==> src/rtl/ddc_cic_pkg.sv <==
// Shared definitions for the multichannel CIC decimator: FSM encoding,
// configuration word order and the clamp/saturation helpers.
package ddc_cic_pkg;

    typedef enum logic [1:0] {
        ST_RUN  = 2'd0,
        ST_CFG0 = 2'd1,
        ST_CFG1 = 2'd2,
        ST_DONE = 2'd3
    } cicState_e;

    localparam int CFG_WORD_DCEF  = 0;
    localparam int CFG_WORD_SCALE = 1;

    function automatic int unsigned clampDcef(input logic [63:0] word, input int unsigned maxDcef);
        if (word == 64'd0) return 1;
        if (word > 64'(maxDcef)) return maxDcef;
        return word[31:0];
    endfunction

    function automatic logic [6:0] clampScale(input logic [6:0] scale, input int unsigned middleWidth);
        if (32'(scale) >= middleWidth) return 7'(middleWidth - 1);
        return scale;
    endfunction

    // True when value is representable as a signed number of the given width.
    function automatic logic fitsSigned(input logic signed [127:0] value, input int unsigned width);
        logic signed [127:0] upper;
        upper = value >>> (width - 1);
        return (upper == '0) || (upper == '1);
    endfunction

endpackage

==> src/rtl/ddc_mc_cic_decim_if.sv <==
// Config handshake and sample stream bus of the multichannel CIC decimator.
interface ddc_mc_cic_decim_if #(
    parameter int INPUT_WIDTH  = 16,
    parameter int OUTPUT_WIDTH = 24,
    parameter int CONFIG_WIDTH = 32
);
    logic                           isConfig;
    logic [CONFIG_WIDTH-1:0]        Data_Config_In;
    logic                           isConfigACK;
    logic                           isConfigDone;
    logic signed [INPUT_WIDTH-1:0]  Data_In;
    logic                           Data_In_Valid;
    logic [3:0]                     Data_In_ChIdx;
    logic signed [OUTPUT_WIDTH-1:0] Data_Out;
    logic                           Data_Out_Valid;
    logic [3:0]                     Data_Out_ChIdx;

    modport master (
        output isConfig, Data_Config_In, Data_In, Data_In_Valid, Data_In_ChIdx,
        input  isConfigACK, isConfigDone, Data_Out, Data_Out_Valid, Data_Out_ChIdx
    );

    modport slave (
        input  isConfig, Data_Config_In, Data_In, Data_In_Valid, Data_In_ChIdx,
        output isConfigACK, isConfigDone, Data_Out, Data_Out_Valid, Data_Out_ChIdx
    );
endinterface

==> src/rtl/ddc_cic_comb_chain.sv <==
// Per-channel comb cascade (differential delay 1) with output scaling.
// DDC_CIC_SAT_EN selects saturation of the scaled result instead of wrap.
module ddc_cic_comb_chain
    import ddc_cic_pkg::*;
#(
    parameter int MIDDLE_WIDTH = 80,
    parameter int OUTPUT_WIDTH = 24,
    parameter int NUMSECS      = 3,
    parameter int CHANNELS     = 4
) (
    input  logic                           CLK,
    input  logic                           nRST,
    input  logic                           clear,
    input  logic                           inValid,
    input  logic [3:0]                     inCh,
    input  logic [MIDDLE_WIDTH-1:0]        inData,
    input  logic [6:0]                     scale,
    output logic                           outValid,
    output logic [3:0]                     outCh,
    output logic signed [OUTPUT_WIDTH-1:0] outData
);
    localparam int CW = (CHANNELS > 1) ? $clog2(CHANNELS) : 1;

    logic [MIDDLE_WIDTH-1:0]        dly [CHANNELS][NUMSECS];
    logic [MIDDLE_WIDTH-1:0]        stageIn [NUMSECS+1];
    logic signed [MIDDLE_WIDTH-1:0] shifted;
    logic signed [OUTPUT_WIDTH-1:0] reduced;
    logic [CW-1:0]                  chSel;

    assign chSel = inCh[CW-1:0];

    always_comb begin
        stageIn[0] = inData;
        for (int k = 0; k < NUMSECS; k++) begin
            stageIn[k+1] = stageIn[k] - dly[chSel][k];
        end
        shifted = $signed(stageIn[NUMSECS]) >>> scale;
`ifdef DDC_CIC_SAT_EN
        if (fitsSigned(128'(shifted), OUTPUT_WIDTH)) begin
            reduced = shifted[OUTPUT_WIDTH-1:0];
        end else if (shifted[MIDDLE_WIDTH-1]) begin
            reduced = {1'b1, {(OUTPUT_WIDTH-1){1'b0}}};
        end else begin
            reduced = {1'b0, {(OUTPUT_WIDTH-1){1'b1}}};
        end
`else
        reduced = shifted[OUTPUT_WIDTH-1:0];
`endif
    end

    always_ff @(posedge CLK or negedge nRST) begin
        if (!nRST) begin
            outValid <= 1'b0;
            outCh    <= '0;
            outData  <= '0;
            for (int c = 0; c < CHANNELS; c++) begin
                for (int k = 0; k < NUMSECS; k++) dly[c][k] <= '0;
            end
        end else begin
            outValid <= 1'b0;
            if (clear) begin
                for (int c = 0; c < CHANNELS; c++) begin
                    for (int k = 0; k < NUMSECS; k++) dly[c][k] <= '0;
                end
            end else if (inValid) begin
                for (int k = 0; k < NUMSECS; k++) dly[chSel][k] <= stageIn[k];
                outValid <= 1'b1;
                outCh    <= inCh;
                outData  <= reduced;
            end
        end
    end
endmodule

==> src/rtl/ddc_mc_cic_decim.sv <==
// Time-multiplexed multichannel CIC decimator: integrators, decimation
// counters and config FSM; output saturation via DDC_CIC_SAT_EN.
//
// state   | meaning
// ST_RUN  | streaming samples through the filter
// ST_CFG0 | filter state cleared, waiting for the DCEF word
// ST_CFG1 | waiting for the SCALE word
// ST_DONE | both words taken, held until isConfig drops
module ddc_mc_cic_decim
    import ddc_cic_pkg::*;
#(
    parameter int INPUT_WIDTH      = 16,
    parameter int OUTPUT_WIDTH     = 24,
    parameter int CONFIG_WIDTH     = 32,
    parameter int CIC_MIDDLE_WIDTH = 80,
    parameter int CIC_NUMSECS      = 3,
    parameter int CIC_MAX_DCEF     = 16,
    parameter int CIC_MAX_CHANNELS = 4
) (
    input logic               CLK,
    input logic               nRST,
    ddc_mc_cic_decim_if.slave bus
);
    localparam int DW = $clog2(CIC_MAX_DCEF + 1);
    localparam int CW = (CIC_MAX_CHANNELS > 1) ? $clog2(CIC_MAX_CHANNELS) : 1;
    localparam int MW = CIC_MIDDLE_WIDTH;

    cicState_e               state, stateNext;
    logic                    clearAll, acceptWord, sampleOk, ackReg;
    int                      cfgWordIdx;
    logic [CONFIG_WIDTH-1:0] cfgWord;
    logic [DW-1:0]           dcef;
    logic [6:0]              scale;
    logic [CW-1:0]           chSel;
    logic [DW-1:0]           decCnt [CIC_MAX_CHANNELS];
    logic [MW-1:0]           integ [CIC_MAX_CHANNELS][CIC_NUMSECS];
    logic [MW-1:0]           integNext [CIC_NUMSECS];
    logic                    stgValid;
    logic [3:0]              stgCh;
    logic [MW-1:0]           stgData;

    assign cfgWord  = bus.Data_Config_In;
    assign chSel    = bus.Data_In_ChIdx[CW-1:0];
    assign sampleOk = (state == ST_RUN) && bus.Data_In_Valid
                      && (32'(bus.Data_In_ChIdx) < CIC_MAX_CHANNELS);

    always_comb begin
        stateNext  = state;
        clearAll   = 1'b0;
        acceptWord = 1'b0;
        cfgWordIdx = (state == ST_CFG1) ? CFG_WORD_SCALE : CFG_WORD_DCEF;
        case (state)
            ST_RUN:  if (bus.isConfig) begin stateNext = ST_CFG0; clearAll = 1'b1; end
            ST_CFG0: if (bus.isConfig) begin stateNext = ST_CFG1; acceptWord = 1'b1; end
                     else stateNext = ST_RUN;
            ST_CFG1: if (bus.isConfig) begin stateNext = ST_DONE; acceptWord = 1'b1; end
                     else stateNext = ST_RUN;
            ST_DONE: if (!bus.isConfig) stateNext = ST_RUN;
            default: stateNext = ST_RUN;
        endcase
    end

    // Whole integrator cascade settles in one cycle so the last stage includes this sample.
    always_comb begin
        integNext[0] = integ[chSel][0]
                       + {{(MW-INPUT_WIDTH){bus.Data_In[INPUT_WIDTH-1]}}, bus.Data_In};
        for (int k = 1; k < CIC_NUMSECS; k++) begin
            integNext[k] = integ[chSel][k] + integNext[k-1];
        end
    end

    always_ff @(posedge CLK or negedge nRST) begin
        if (!nRST) begin
            state    <= ST_RUN;
            dcef     <= DW'(CIC_MAX_DCEF);
            scale    <= '0;
            ackReg   <= 1'b0;
            stgValid <= 1'b0;
            stgCh    <= '0;
            stgData  <= '0;
            for (int c = 0; c < CIC_MAX_CHANNELS; c++) begin
                decCnt[c] <= '0;
                for (int k = 0; k < CIC_NUMSECS; k++) integ[c][k] <= '0;
            end
        end else begin
            state    <= stateNext;
            ackReg   <= acceptWord;
            stgValid <= 1'b0;
            if (acceptWord && cfgWordIdx == CFG_WORD_DCEF) begin
                dcef <= DW'(clampDcef(64'(cfgWord), CIC_MAX_DCEF));
            end
            if (acceptWord && cfgWordIdx == CFG_WORD_SCALE) begin
                scale <= clampScale(cfgWord[6:0], CIC_MIDDLE_WIDTH);
            end
            if (clearAll) begin
                for (int c = 0; c < CIC_MAX_CHANNELS; c++) begin
                    decCnt[c] <= '0;
                    for (int k = 0; k < CIC_NUMSECS; k++) integ[c][k] <= '0;
                end
            end else if (sampleOk) begin
                for (int k = 0; k < CIC_NUMSECS; k++) integ[chSel][k] <= integNext[k];
                if (decCnt[chSel] == dcef - DW'(1)) begin
                    decCnt[chSel] <= '0;
                    stgValid      <= 1'b1;
                    stgCh         <= bus.Data_In_ChIdx;
                    stgData       <= integNext[CIC_NUMSECS-1];
                end else begin
                    decCnt[chSel] <= decCnt[chSel] + DW'(1);
                end
            end
        end
    end

    assign bus.isConfigACK  = ackReg;
    assign bus.isConfigDone = (state == ST_DONE);

    ddc_cic_comb_chain #(
        .MIDDLE_WIDTH (MW),
        .OUTPUT_WIDTH (OUTPUT_WIDTH),
        .NUMSECS      (CIC_NUMSECS),
        .CHANNELS     (CIC_MAX_CHANNELS)
    ) u_comb (
        .CLK      (CLK),
        .nRST     (nRST),
        .clear    (clearAll),
        .inValid  (stgValid),
        .inCh     (stgCh),
        .inData   (stgData),
        .scale    (scale),
        .outValid (bus.Data_Out_Valid),
        .outCh    (bus.Data_Out_ChIdx),
        .outData  (bus.Data_Out)
    );
endmodule

==> src/flat_wrapper.sv <==
// flat-port wrapper written by rule: the top's interface ports become plain ports
module ddc_mc_cic_decim_flat import ddc_cic_pkg::*;
#(
    parameter int INPUT_WIDTH      = 16,
    parameter int OUTPUT_WIDTH     = 24,
    parameter int CONFIG_WIDTH     = 32,
    parameter int CIC_MIDDLE_WIDTH = 80,
    parameter int CIC_NUMSECS      = 3,
    parameter int CIC_MAX_DCEF     = 16,
    parameter int CIC_MAX_CHANNELS = 4
)
  (CLK, nRST, bus_isConfig, bus_Data_Config_In, bus_Data_In, bus_Data_In_Valid, bus_Data_In_ChIdx, bus_isConfigACK, bus_isConfigDone, bus_Data_Out, bus_Data_Out_Valid, bus_Data_Out_ChIdx);
  ddc_mc_cic_decim_if #(.INPUT_WIDTH(INPUT_WIDTH), .OUTPUT_WIDTH(OUTPUT_WIDTH), .CONFIG_WIDTH(CONFIG_WIDTH)) bus_i ();
  input logic CLK;
  input logic nRST;
  input wire logic [$bits(bus_i.isConfig)-1:0] bus_isConfig;
  input wire logic [$bits(bus_i.Data_Config_In)-1:0] bus_Data_Config_In;
  input wire logic [$bits(bus_i.Data_In)-1:0] bus_Data_In;
  input wire logic [$bits(bus_i.Data_In_Valid)-1:0] bus_Data_In_Valid;
  input wire logic [$bits(bus_i.Data_In_ChIdx)-1:0] bus_Data_In_ChIdx;
  output wire logic [$bits(bus_i.isConfigACK)-1:0] bus_isConfigACK;
  output wire logic [$bits(bus_i.isConfigDone)-1:0] bus_isConfigDone;
  output wire logic [$bits(bus_i.Data_Out)-1:0] bus_Data_Out;
  output wire logic [$bits(bus_i.Data_Out_Valid)-1:0] bus_Data_Out_Valid;
  output wire logic [$bits(bus_i.Data_Out_ChIdx)-1:0] bus_Data_Out_ChIdx;
  assign bus_i.isConfig = bus_isConfig;
  assign bus_i.Data_Config_In = bus_Data_Config_In;
  assign bus_i.Data_In = bus_Data_In;
  assign bus_i.Data_In_Valid = bus_Data_In_Valid;
  assign bus_i.Data_In_ChIdx = bus_Data_In_ChIdx;
  assign bus_isConfigACK = bus_i.isConfigACK;
  assign bus_isConfigDone = bus_i.isConfigDone;
  assign bus_Data_Out = bus_i.Data_Out;
  assign bus_Data_Out_Valid = bus_i.Data_Out_Valid;
  assign bus_Data_Out_ChIdx = bus_i.Data_Out_ChIdx;
  ddc_mc_cic_decim #(.INPUT_WIDTH(INPUT_WIDTH), .OUTPUT_WIDTH(OUTPUT_WIDTH), .CONFIG_WIDTH(CONFIG_WIDTH), .CIC_MIDDLE_WIDTH(CIC_MIDDLE_WIDTH), .CIC_NUMSECS(CIC_NUMSECS), .CIC_MAX_DCEF(CIC_MAX_DCEF), .CIC_MAX_CHANNELS(CIC_MAX_CHANNELS)) u_core (.CLK(CLK), .nRST(nRST), .bus(bus_i));
endmodule
==> config.mk <==
export PLATFORM = sky130hd
export DESIGN_NAME = ddc_mc_cic_decim_flat
export DESIGN_NICKNAME = d
export VERILOG_FILES = /design/src/rtl/ddc_cic_pkg.sv /design/src/rtl/ddc_mc_cic_decim_if.sv /design/src/rtl/ddc_cic_comb_chain.sv /design/src/rtl/ddc_mc_cic_decim.sv /design/src/flat_wrapper.sv
export SDC_FILE = /design/constraint.sdc
export NUM_CORES = 2
export LEC_CHECK = 0
export BUFFER_PORTS_ARGS = -buffer_cell sky130_fd_sc_hd__buf_2
export CAP_MARGIN = 20
export CORE_UTILIZATION = 25
export DETAILED_ROUTE_END_ITERATION = 10
export GPL_TIMING_DRIVEN = 0
export HOLD_SLACK_MARGIN = 0.03
export PLACE_DENSITY = 0.41
export SLEW_MARGIN = 20
export SYNTH_ARGS = -nofsm -noshare
export SYNTH_HDL_FRONTEND = slang
export SYNTH_SLANG_ARGS = --single-unit
==> constraint.sdc <==
create_clock -name CLK -period 15.33 [get_ports CLK]
set_clock_uncertainty 0.2 [all_clocks]
set_input_delay 4.599 -clock CLK [delete_from_list [all_inputs] [get_ports CLK]]
set_output_delay 4.599 -clock CLK [all_outputs]
set_load 0.005 [all_outputs]
# After elaboration in Yosys (flattened, before gate mapping)
# Cells that the tools add are included.
# classes
add_sub_neg	8
order_cmp	7
n_eq_ne	7
n_shift	1
n_mux	64
bitwise	5
reduce_logical	15
# ops
op	count
bitwise mux 960 bit	6
2-to-1 mux 960 bit	4
demux 240 bit (select 2 bit)	6
2-to-1 mux 240 bit	6
binary-select mux 240 bit (select 2 bit)	2
2-to-1 mux 160 bit	2
adder 80 bit	3
subtractor 80 bit	3
2-to-1 mux 80 bit	2
>>> shifter 80 x 7 -> 24 bit	1
logical NOT 32 bit	2
2-to-1 mux 20 bit	3
equality test 32 x 2 -> 1 bit, second input constant	1
> comparator 32 x 5 -> 1 bit, second input constant	1
2-to-1 mux 5 bit	6
AND 20 bit	1
bitwise mux 20 bit	1
NOT 20 bit	1
2-to-1 mux 1 bit	17
2-to-1 mux 7 bit	2
binary-select mux 5 bit (select 2 bit)	1
demux 5 bit (select 2 bit)	1
2-to-1 mux 2 bit	4
one-hot mux 2 bit (4 select lines)	1
other kinds (18)	30
# totals
ff_bits	2069
in_bits	56
elab_cells	145

# Depth between registers and ports, before layout
# depth
word_depth	10
depth_mapped	52
depth_no_buf	46

# Hierarchy
# A second synthesis with hierarchy kept.
# hier_totals
cells_unflattened	10961
hier_area_um2	119577.2
# modules_own_cells
module	instances	cells_each	area_per_inst_um2	seq_area_each_um2
ddc_cic_comb_chain	1	5736	60533.1	24748.7
ddc_mc_cic_decim	1	5225	59044.1	27027.2

# Least setup slack after synthesis
# Ideal clock, no wire load.
# synth_path
path_type	input to register
from	input port bus_Data_In_ChIdx[0]
to	register, netlist name u_core.integ[550]
setup_time_ns	0.083
arrival_ns	14.754
required_ns	15.047
setup_slack_ns	0.293
cell_stages	44
path_buffers	5
path_cell_list	buf_1 > clkbuf_1 > clkbuf_1 > buf_1 > mux4_2 > ha_1 > a21o_1 > a221o_1 > a21oi_1 > o221ai_1 > a21oi_1 > o21ai_0 > a21boi_0 > o21ai_0 > a21o_1 > a21oi_1 > o21bai_1 > a211oi_1 > [... 8 more ...] > a21o_1 > a21oi_1 > xnor2_1 > ha_1 > clkbuf_1 > a21o_1 > a21o_1 > a21o_1 > a21oi_1 > o21ai_0 > a221oi_1 > inv_1 > o21a_1 > o41ai_2 > o31a_1 > nor2_1 > or4_1 > o21ai_0
# synth_between
elab_chain_cells	10
# synth_lines
item	line	text
start: declaration	flat_wrapper.sv:20	input wire logic [$bits(bus_i.Data_In_ChIdx)-1:0] bus_Data_In_ChIdx;
NOT 2 -> 3 bit (not written as such)	ddc_mc_cic_decim.sv:65, ddc_mc_cic_decim.sv:68, ddc_mc_cic_decim.sv:101	
binary-select mux 240 bit (select 2 bit)	ddc_mc_cic_decim.sv:65, ddc_mc_cic_decim.sv:68	
2-to-1 mux 240 bit (not written as such) (2 in a row)	ddc_mc_cic_decim.sv:65	integNext[0] = integ[chSel][0]
adder 80 bit	ddc_mc_cic_decim.sv:66	+ {{(MW-INPUT_WIDTH){bus.Data_In[INPUT_WIDTH-1]}}, bus.Data_In};
adder 80 bit / bitwise mux 960 bit (equally long branches) (2 in a row)	ddc_mc_cic_decim.sv:68, ddc_mc_cic_decim.sv:101	
bitwise mux 960 bit	ddc_mc_cic_decim.sv:101	for (int k = 0; k < CIC_NUMSECS; k++) integ[chSel][k] <= integNext[k];
2-to-1 mux 960 bit	ddc_mc_cic_decim.sv:100	end else if (sampleOk) begin
2-to-1 mux 960 bit	ddc_mc_cic_decim.sv:95	if (clearAll) begin
# Parallel ways exist; a longest one is shown, timed or not. The select of a mux whose other input is x is not followed.
# A chain may end at the register's enable or synchronous reset.

# Final worst setup path
# layout_path
from	input port bus_Data_In_ChIdx[0]
to	register u_core.stgData[73]
# layout_between
elab_chain_cells	7
# layout_lines
item	line	text
NOT 2 -> 3 bit (not written as such)	ddc_mc_cic_decim.sv:65, ddc_mc_cic_decim.sv:68, ddc_mc_cic_decim.sv:102	
binary-select mux 240 bit (select 2 bit)	ddc_mc_cic_decim.sv:65, ddc_mc_cic_decim.sv:68	
2-to-1 mux 240 bit (not written as such) (2 in a row)	ddc_mc_cic_decim.sv:65	
adder 80 bit	ddc_mc_cic_decim.sv:66	
adder 80 bit (2 in a row)	ddc_mc_cic_decim.sv:68	integNext[k] = integ[chSel][k] + integNext[k-1];
end signal: assignment	ddc_mc_cic_decim.sv:106	stgData <= integNext[CIC_NUMSECS-1];
end: declaration	ddc_mc_cic_decim.sv:40	logic [MW-1:0] stgData;
# Parallel ways exist; a longest one is shown, timed or not. The select of a mux whose other input is x is not followed.

==> results.py <==
metrics = {
    "clocking": {
        "clock_sink_count": 2069,
        "cts_tree": "built",
        "ctsHoldBuffers": 0,
        "clkSlewWorstSetupHoldPaths_ns": 0.06,
        "htree_num_levels": 4,
        "clock_path_buffers": 4,
        "clock_latency_ns": 0.99,
        "tritoncts.num_buffers": 235,
        "ctsRootBufferMaster": "sky130_fd_sc_hd__clkbuf_16",
    },
    "cells_and_area": {
        "drive_above_1_share_pct": 13.9,
        "multi_input_area_sq_um": 62800,
        "final_nets": 11500,
        "area.sequential_sq_um": 51800,
        "layout-area-overhead-vs-synth_pct": 16.3,
        "finalCoreUtilization_pct": 29.3,
        "layout.filler_cells": 47900,
    },
    "logic_synthesis": {
        "post_syn_nets": 11100,
        "yosysSeqAreaShare_pct": 43.9,
        "synth_area_leader_cell": "sky130_fd_sc_hd__dfrtp_1",
        "ys.warnings.count": 0,
        "synth-edff-count": 0,
        "synth_top_area_share_pct": 43.9,
        "dominantRegCellSynth": "sky130_fd_sc_hd__dfrtp_1",
        "ys_ff_latch": 2069,
        "async_reset_ff_share_pct": 100,
        "synthesized_area_per_cell_sq_um": 11.2,
        "synth.lib_cells_used.distinct": 104,
        "synth_area_leaders": "sky130_fd_sc_hd__dfrtp_1, sky130_fd_sc_hd__a22o_1, sky130_fd_sc_hd__mux4_2, sky130_fd_sc_hd__ha_1, sky130_fd_sc_hd__a21oi_1",
        "synthesis.area_sq_um": 118000,
        "syn_inst": 10500,
    },
    "floorplanning": {
        "rows": 251,
        "floorplan.die_area_sq_um": 474000,
        "num_io_pins": 87,
        "vertical_die_dimension_um": 689,
        "floorplan.initialDensity_pct": 25.2,
        "floorplan.die.width_um": 689,
        "fp.coreArea_sq_um": 468000,
    },
    "hold_path": {
        "class_of_the_tightest_hold_or_removal_check": "reg -> reg",
        "min_from": "u_core.dcef[4]",
        "worstHoldEndpoint": "u_core.dcef[4]",
        "worstHoldPathCells": 2,
    },
    "critical_path": {
        "setup_slack_of_the_worst_register_to_register_path_ns": 0.57,
        "critical_path.top_delay_family": "compound AO/OA/AOI/OAI gates",
        "dominant_cell_type_by_count_on_the_critical_path": "sky130_fd_sc_hd__xnor2_2",
        "required_ns": 16.00,
        "setup.worst_path.start_class": "input pin",
        "r2r_start": "u_core.stgCh[1]",
        "worstPathArrival_ns": 15.60,
        "peak_fanout_along_the_critical_path": 14,
        "max_stage_delay_ns": 0.58,
        "worst-r2r-cell-count": 42,
        "critPathBufInv": 4,
        "setup.worst_path.end_class": "flop",
        "critPathKind": "in -> reg",
        "critical_path.reg2reg.endpoint": "u_core.u_comb.outData[20]",
        "critical_path_slowest_stage_cell": "sky130_fd_sc_hd__mux4_2",
    },
    "sta": {
        "worst_slew_pin_slew_ns": 1.29,
        "finalCriticalPeriod_ns": 14.93,
        "slew_headroom_pct": 13.4,
        "fmaxAchievable_mhz": 67.0,
        "setup-violations-final": 0,
        "period_share_pct": 97.4,
        "final_max_slew_viol_count": 0,
        "hold_violations": 0,
    },
    "outcome": {
        "run_status": "completed",
    },
    "placed_design": {
        "placement.io_buffers": 85,
        "gpl.final_weighted_congestion": 0.918,
        "detailed_place_hpwl_um": 365000,
    },
    "power": {
        "tot_pwr_mw": 17.5,
        "leakagePower_nw": 62.9,
        "maximum_vdd_drop_mv": 0.110,
        "power_density_nw_per_um2": 128,
    },
    "route": {
        "routed_wire_length_per_instance_um": 28.2,
        "postRouteAntennaNets": 0,
        "post_detailed_route_via_to_cell_ratio": 5.54,
        "detail_route.first_pass.iterations": 6,
        "wirelength_um": 490000,
        "first_iter_violations": 9217,
        "vias": 96200,
        "route.detailed.drc": 0,
    },
    "grt": {
        "grt_antenna_before_repair": 21,
        "global_route.overflow_total": 0,
        "grt_pass1_vias": 97400,
        "grt_util_all_layers_pct": 20.2,
        "grt_max_degree": 129,
        "grt_pass1_wl_um": 716000,
    },
    "run": {
        "cap_violations": 0,
    },
}
-- routing by layer --
layer / vias to the layer above / part of all wire (%) / GRT usage, %
met3: 662 / 6.7 / 3.68
met1: 50600 / 46 / 29.1
met4: 12 / 2.9 / 5.45
met5: - / 0.017 / 0
met2: 3607 / 44 / 30.9
li1: 41300 / - / -
-- worst reg2reg max path: cells and delay by family (launching register included) --
| family | cells | cell delay [ns] |
|---|---|---|
| AO/OA/AOI/OAI | 21 | 6.54 |
| AND/OR/NAND/NOR | 9 | 2.48 |
| adder cells (fa/ha/maj) | 4 | 1.66 |
| XOR/XNOR | 3 | 1.54 |
| buffers and inverters | 4 | 1.30 |
| flip-flops | 1 | 0.58 |
| multiplexers | 1 | 0.30 |
-- what timing repair did --
item / CTS / global route
pin swaps: 22 / 17
resized for setup: 148 / 107
buffers inserted: 24 / 16
cloned: 0 / 1
setup endpoints to repair: 400 / 125
-- cell type report --
type	count	share of cell area, %
multi-input combinational	7282	45.8
sequential	2069	37.8
tap	6198	5.66
clock buffer	358	5.17
buffer	756	2.26
timing repair buffer	169	1.29
inverter	432	1.18
clock inverter	75	0.832
antenna	12	0.0219
-- registers in the layout (all words and copies together) (netlist names) --
name / flops
u_core.integ: 960
u_core.u_comb.dly: 960
u_core.stgData: 80
u_core.u_comb.outData: 24
u_core.decCnt: 20
u_core.scale: 7
u_core.dcef: 5
u_core.stgCh: 4
u_core.u_comb.outCh: 4
u_core.state: 2
u_core.bus.isConfigACK: 1
u_core.stgValid: 1
u_core.u_comb.outValid: 1
-- report_power, final --
part | internal (mW) | switching, mW | total (mW)
logic | 1.44 | 4.04 | 5.48
clock network | 3.61 | 2.53 | 6.13
registers | 5.73 | 0.169 | 5.90
total | 10.8 | 6.74 | 17.5
-- how the worst max path moves through the flow --
stage | startpoint | slack, ns | cells after the start | end
2_1_floorplan | bus_Data_In_ChIdx[0] | 0.29 | 44 | u_core.integ[550]
3_3_place_gp | nRST | -36.88 | 1 | u_core.u_comb.dly[117]
3_5_place_dp | bus_Data_In_ChIdx[0] | -6.16 | 43 | u_core.stgData[79]
4_1_cts | bus_Data_In_ChIdx[0] | 0.01 | 45 | u_core.stgData[79]
5_1_grt | bus_Data_In_ChIdx[0] | -0.0006 | 41 | u_core.integ[550]
6_report | bus_Data_In_ChIdx[0] | 0.40 | 44 | u_core.stgData[73]
-- cells by family (layout without fill, tap and decap cells) --
family                     Yosys count  after routing  synth area share, %
muxes                              721            721                 11.8
buffers and inverters             1197           1790                 3.85
DFF                               2069           2069                 43.9
AOI/OAI and AO/OA                 3940           3940                 25.1
xor gates and xnor gates           450            450                 3.36
adders and majority gates          487            487                 5.21
and+or+nand+nor                   1684           1684                 6.76
other                                0             12                    0
-- placed cells by master (no fill, tap or decap), types with 250 or more instances in the layout --
master / instances
sky130_fd_sc_hd__dfrtp_1: 2068
sky130_fd_sc_hd__a22o_1: 1759
sky130_fd_sc_hd__clkbuf_1: 625
sky130_fd_sc_hd__nand2_1: 580
sky130_fd_sc_hd__a21oi_1: 551
sky130_fd_sc_hd__mux4_2: 520
sky130_fd_sc_hd__ha_1: 479
sky130_fd_sc_hd__o21ai_0: 473
sky130_fd_sc_hd__inv_1: 427
sky130_fd_sc_hd__nor2_1: 376
sky130_fd_sc_hd__a21o_1: 340
sky130_fd_sc_hd__xnor2_1: 250
-- cells in the mapped netlist, drive strengths merged (22+ instances only) --
| master | number |
|---|---|
| nand2b | 72 |
| mux2i | 94 |
| nor2 | 382 |
| and2 | 62 |
| or3 | 34 |
| ha | 481 |
| nor3 | 95 |
| a31oi | 70 |
| and3 | 55 |
| nand4 | 107 |
| dfrtp | 2068 |
| clkbuf | 652 |
| nor2b | 56 |
| mux4 | 520 |
| o221ai | 23 |
| a21oi | 566 |
| nor4 | 36 |
| a21boi | 31 |
| a21o | 340 |
| xor2 | 147 |
| o21a | 84 |
| inv | 430 |
| o31ai | 35 |
| a22o | 1759 |
| buf | 113 |
| nand3 | 130 |
| o21bai | 88 |
| a221oi | 22 |
| mux2 | 107 |
| nand2 | 580 |
| o211ai | 63 |
| xnor2 | 303 |
| o21ai | 502 |
| a211oi | 84 |
-- metrics by stage --
step	setup TNS, ns	hold slack (ns)	area (sq um)	cells	setup slack [ns]
2_1_floorplan	0	0.230	118000	10500	0.293
3_3_place_gp	-	0.257	126000	16800	-36.88
3_5_place_dp	-1199.26	0.265	127000	16900	-6.16
4_1_cts	0	0.278	136000	17300	0.0140
5_1_grt	-0.000576	0.295	137000	17300	-0.000576
6_report	0	0.274	137000	17400	0.402
(Power assumes the default switching activity.)
